===== src/rtl/sram_port_arbiter.sv =====
// sram_port_arbiter: shares one SRAM-like port between fetch and data requesters,
// data-first with a fetch starvation guard, locked grants and in-order response routing.
module sram_port_arbiter #(
    parameter int DEPTH      = 4,
    parameter int STARVE_MAX = 8
) (
    input  logic        clk,
    input  logic        reset,
    input  logic        inst_req,
    input  logic        inst_wr,
    input  logic [1:0]  inst_size,
    input  logic [31:0] inst_addr,
    input  logic [3:0]  inst_wstrb,
    input  logic [31:0] inst_wdata,
    output logic        inst_addr_ok,
    output logic        inst_data_ok,
    output logic [31:0] inst_rdata,
    input  logic        data_req,
    input  logic        data_wr,
    input  logic [1:0]  data_size,
    input  logic [31:0] data_addr,
    input  logic [3:0]  data_wstrb,
    input  logic [31:0] data_wdata,
    output logic        data_addr_ok,
    output logic        data_data_ok,
    output logic [31:0] data_rdata,
    output logic        sram_req,
    output logic        sram_wr,
    output logic [1:0]  sram_size,
    output logic [31:0] sram_addr,
    output logic [3:0]  sram_wstrb,
    output logic [31:0] sram_wdata,
    input  logic        sram_addr_ok,
    input  logic        sram_data_ok,
    input  logic [31:0] sram_rdata,
    output logic        protocol_err
);
    localparam int AW = $clog2(DEPTH);
    localparam int CW = AW + 1;
    localparam int SW = $clog2(STARVE_MAX + 1);
    localparam logic [CW-1:0] FULL_CNT   = CW'(DEPTH);
    localparam logic [SW-1:0] STARVE_TOP = SW'(STARVE_MAX);

    typedef enum logic {UNLOCKED, LOCKED} state_e;

    state_e          state_q, state_d;
    logic            owner_q, owner_d;
    logic [SW-1:0]   starve_q, starve_d;
    logic [DEPTH-1:0] fifo_q;
    logic [AW-1:0]   wp_q, rp_q;
    logic [CW-1:0]   cnt_q;
    logic            err_q;
    logic            grant_data, grant_inst, full, empty, push, pop, head;

    always_ff @(posedge clk) begin
        if (reset) begin
            state_q  <= UNLOCKED;
            owner_q  <= 1'b0;
            starve_q <= '0;
            fifo_q   <= '0;
            wp_q     <= '0;
            rp_q     <= '0;
            cnt_q    <= '0;
            err_q    <= 1'b0;
        end else begin
            state_q  <= state_d;
            owner_q  <= owner_d;
            starve_q <= starve_d;
            if (push) begin
                fifo_q[wp_q] <= grant_data;
                wp_q         <= wp_q + 1'b1;
            end
            if (pop) rp_q <= rp_q + 1'b1;
            cnt_q <= cnt_q + CW'(push) - CW'(pop);
            if (sram_data_ok && empty) err_q <= 1'b1;
        end
    end

    // A locked grant sticks to the latched owner until the downstream accepts it.
    always_comb begin
        grant_data = (state_q == LOCKED) ? owner_q
                   : data_req & ~(inst_req & (starve_q == STARVE_TOP));
        grant_inst = ~grant_data & ((state_q == LOCKED) | inst_req);
        full       = cnt_q == FULL_CNT;
        empty      = cnt_q == '0;
        sram_req   = (grant_data ? data_req : grant_inst & inst_req) & ~full;
        push       = sram_req & sram_addr_ok;
        pop        = sram_data_ok & ~empty;
        head       = fifo_q[rp_q];
    end

    always_comb begin
        state_d  = (sram_req & ~sram_addr_ok) ? LOCKED : UNLOCKED;
        owner_d  = grant_data;
        starve_d = (~inst_req | (push & grant_inst)) ? '0
                 : (grant_data & (state_q == UNLOCKED) & (starve_q != STARVE_TOP)) ? starve_q + 1'b1
                 : starve_q;
    end

    always_comb begin
        sram_wr      = grant_data ? data_wr    : grant_inst & inst_wr;
        sram_size    = grant_data ? data_size  : grant_inst ? inst_size  : '0;
        sram_addr    = grant_data ? data_addr  : grant_inst ? inst_addr  : '0;
        sram_wstrb   = grant_data ? data_wstrb : grant_inst ? inst_wstrb : '0;
        sram_wdata   = grant_data ? data_wdata : grant_inst ? inst_wdata : '0;
        inst_addr_ok = push & grant_inst;
        data_addr_ok = push & grant_data;
        inst_data_ok = pop & ~head;
        data_data_ok = pop & head;
        inst_rdata   = sram_rdata;
        data_rdata   = sram_rdata;
        protocol_err = err_q;
    end
endmodule


===== config.mk =====
export PLATFORM = sky130hd
export DESIGN_NAME = sram_port_arbiter
export DESIGN_NICKNAME = d
export VERILOG_FILES = /design/src/rtl/sram_port_arbiter.sv
export SDC_FILE = /design/constraint.sdc
export NUM_CORES = 1
export LEC_CHECK = 0
export BUFFER_PORTS_ARGS = -buffer_cell sky130_fd_sc_hd__buf_4
export CAP_MARGIN = 20
export CORE_AREA = 10 10 116 118
export CTS_BUF_LIST = sky130_fd_sc_hd__clkbuf_16
export DETAILED_ROUTE_END_ITERATION = 8
export DIE_AREA = 0 0 126 128
export PLACE_DENSITY_LB_ADDON = 0.12
export RECOVER_POWER = 25
export SLEW_MARGIN = 25
export SYNTH_ARGS = -nofsm -noshare
export SYNTH_HDL_FRONTEND = slang
export SYNTH_SLANG_ARGS = --single-unit

===== constraint.sdc =====
create_clock -name clk -period 2.6 [get_ports clk]
set_input_delay 0.13 -clock clk [delete_from_list [all_inputs] [get_ports clk]]
set_output_delay 0.13 -clock clk [all_outputs]
set_load 0.005 [all_outputs]

==> results by group <==
Outcome
  – Outcome: finished clean

Critical path
  – CP max stage delay: 0.37 ns
  – Most common cell on crit path: inv_1
  – Buffers and inverters on the worst path: 3
  – Setup crit start kind: register
  – Worst EP required: 2.74 ns
  – Max FO, Critical Path: 5
  – Crit Path Category: reg2reg
  – CP top delay family: adder cells
  – CP Capture Type: register
  – Worst endpoint data arrival time: 2.55 ns
  – Crit-path cells: and2_1 -> a22oi_2 -> and3_1 -> inv_1 -> ha_1 -> inv_1 -> ha_1 -> inv_1 -> fa_1 -> xor2_1 -> xnor2_1 -> nor2_1
  – Slowest cell on crit path: fa_1

Placed design
  – Dpl hpwl: 9940 µm
  – Dpl cell area: 3550 µm²
  – GPL Wtd Cong: 0.766
  – Port bufs: ~220

Hold path
  – Min-Delay Path Class: in2reg

Routing
  – Number of DRC markers in iteration 0: 96
  – Routed WL: 11500 µm
  – DR pass1 iterations: 4
  – Vias per cell: 4.41
  – Antenna-violating nets left: 0
  – WL per Instance: between 20 and 25 µm
  – Via count: 2421
  – DR DRC count: 0

Synthesis
  – Cell area after synthesis: 2160 µm²
  – Seq cells post-synth: 18
  – Register area share after synthesis: 16.7%
  – Largest cells by area after synthesis: a22o_1 (29%), buf_4 (22%), dfxtp_1 (17%), ha_1 (4.6%), buf_2 (3.7%)
  – Main synth FF type: dfxtp_1
  – Syn Area/Cell: 8.58 µm²
  – EDFF count, synth: 0
  – Synth Warn #: 0
  – Post-Syn Instances: 252
  – Library cells used by synthesis: 33
  – Post-synth ARST share: 0%
  – Synth top area share: 28.7%
  – Syn_nets: 441
  – Area leader, netlist: a22o_1

Global route
  – Grt ovf: 0
  – Largest net degree at the start of global routing: 40
  – Vias in the first global route: around 2600
  – Global-route wire length before repair: approximately 16000 µm
  – Antenna violations before repair: 0
  – Total track usage: 12.7%

Pwr
  – Logic gate share of total power: 60.5%
  – Pwr Density: 475 nW/µm²
  – Max rail drop VDD: 0.218 mV
  – Reg power frac: 21.5%
  – Sw frac: between 30% and 40%
  – Psw: 0.578 mW
  – Leak: 1.86 nW
  – Clock Power Share: 18.0%
  – Internal power: 1.14 mW

Floorplanning
  – Core area: 11200 µm²
  – Die span in y: 128 µm
  – Die ar.: 16100 µm²
  – IO Count: 321
  – Row cnt: 39
  – Initial Utilization: between 10% and 20%
  – Die X: 126 µm

Final layout
  – Nets: 596
  – Area grow syn2layout: 67.6%
  – Final instance area: 3620 µm²
  – Layout cells sized above 1: between 50% and 60%
  – Most common cell after layout, fill and taps aside: buf_4
  – Most frequent cells in the layout: buf_4 (229), a22o_1 (71), dfxtp_1 (18), inv_1 (9), nor2_1 (9)
  – Fin util: 32.3%
  – Antenna Cells: 0

Clocking
  – Total setup buffers inserted after CTS: 0
  – Num CTS Buffers: 3
  – CTS resizes: 0
  – CTS tree: built
  – Num Clock Sinks: 18
  – Root Buffer: clkbuf_16
  – CTS H-tree lvls: 1
  – Clock latency on the worst-skew pair: 0.25 ns
  – Clock buffer depth: 2
  – CTS Hold Bufs: 0
  – Reg clk slew, reported paths: about 0.05 ns

Timing
  – Setup TNS: 0 ns
  – Crit share post-route: 92.7%
  – Fin crit period: 2.41 ns
  – Slew at the pin closest to its max-slew limit: 0.403 ns
  – Final setup vio count: 0
  – RSZ-0062 raised after global routing: no
  – Final Hold Violating Endpoints: 0
  – Fin. max-slew vios: 0
  – Max Clk Rate: 415 MHz
  – Setup Skew: 0.00368 ns
  – Slew headroom: between 70% and 80%

Flow run
  – Max_cap viols: 0
registers in the layout (all words and copies together) (netlist names):
name / flops
fifo_q: 4
starve_q: 4
cnt_q: 3
rp_q: 2
wp_q: 2
owner_q: 1
protocol_err: 1
state_q: 1
cell type report:
class / instances / area (µm²)
Clock buffer: 3 / 75.1
Clock inverter: 1 / 3.75
Fill cell: 1224 / 7600
Inverter: 9 / 33.8
Multi-Input combinational cell: 144 / 1210
Sequential cell: 18 / 360
Tap cell: 143 / 179
Timing Repair Buffer: 231 / 1760
power groups by stage:
stage | logic [mW] | clock network [mW] | registers, mW
2_1_floorplan | 0.551 | 0 | 0.367
3_3_place_gp | 1.07 | 0 | 0.375
3_5_place_dp | 1.06 | 0 | 0.377
4_1_cts | 1.07 | 0.322 | 0.371
5_1_grt | 1.15 | 0.336 | 0.378
6_report | 1.04 | 0.310 | 0.370
routing by layer:
layer,share of wire [%],track usage [%],up-vias,wire [µm]
met5,0,0,-,0
met4,3.0,4.82,0,349
met3,9.7,5.05,41,1120
met2,51,22.0,128,5870
met1,36,13.5,1083,4170
li1,-,-,1169,-
worst reg2reg max path: cells and delay by family, from the launching register on:
kind | cells | cell delay, ns
adders and majority gates | 3 | 0.77
and+or+nand+nor | 3 | 0.55
DFF | 1 | 0.34
AOI/OAI and AO/OA | 1 | 0.15
buffers and inverters | 3 | 0.16
xor gates and xnor gates | 2 | 0.33
cells by family after synthesis:
logic type | after synthesis | synth area share [%]
xor+xnor | 7 | 2.83
simple gates | 43 | 11.8
flops | 18 | 16.7
buf+inv | 90 | 27.6
fa+ha+maj | 9 | 5.55
compound gates | 78 | 31.6
mux | 7 | 3.88
cell usage after synthesis, types with 2 or more instances:
| cell | count |
|---|---|
| nor2_1 | 9 |
| a22o_1 | 71 |
| and2_1 | 4 |
| inv_1 | 9 |
| mux2i_1 | 5 |
| nor2b_1 | 3 |
| nor3_1 | 5 |
| dfxtp_1 | 18 |
| nand2_1 | 2 |
| nand4_1 | 6 |
| ha_1 | 8 |
| xnor2_1 | 3 |
| nand2b_1 | 7 |
| buf_4 | 64 |
| nor3b_1 | 2 |
| xor2_1 | 4 |
| buf_2 | 16 |
metrics by stage:
step / hold WS [ns] / std cells / worst slack (ns) / total power, mW
global placement: 0.260 / 545 / 0.247 / 1.44
finish: 0.112 / 549 / 0.189 / 1.72
detailed placement: 0.260 / 545 / 0.176 / 1.44
floorplan: 0.206 / 252 / 0.235 / 0.918
CTS: 0.111 / 549 / 0.162 / 1.77
global route: 0.116 / 549 / 0.0122 / 1.86
worst paths after layout:
| kind | start | endpoint | slack [ns] | cells after the start |
|---|---|---|---|---|
| max reg2reg | state_q$_SDFF_PP0_ | cnt_q[2]$_SDFF_PP0_ | 0.19 | 12 |
| min | sram_addr_ok | state_q$_SDFF_PP0_ | 0.11 | 2 |
| min reg2reg | fifo_q[2]$_SDFFE_PP0P_ | fifo_q[2]$_SDFFE_PP0P_ | 0.47 | 2 |
| max | state_q$_SDFF_PP0_ | cnt_q[2]$_SDFF_PP0_ | 0.19 | 12 |
Note: power is estimated with default switching activity, not from simulation.
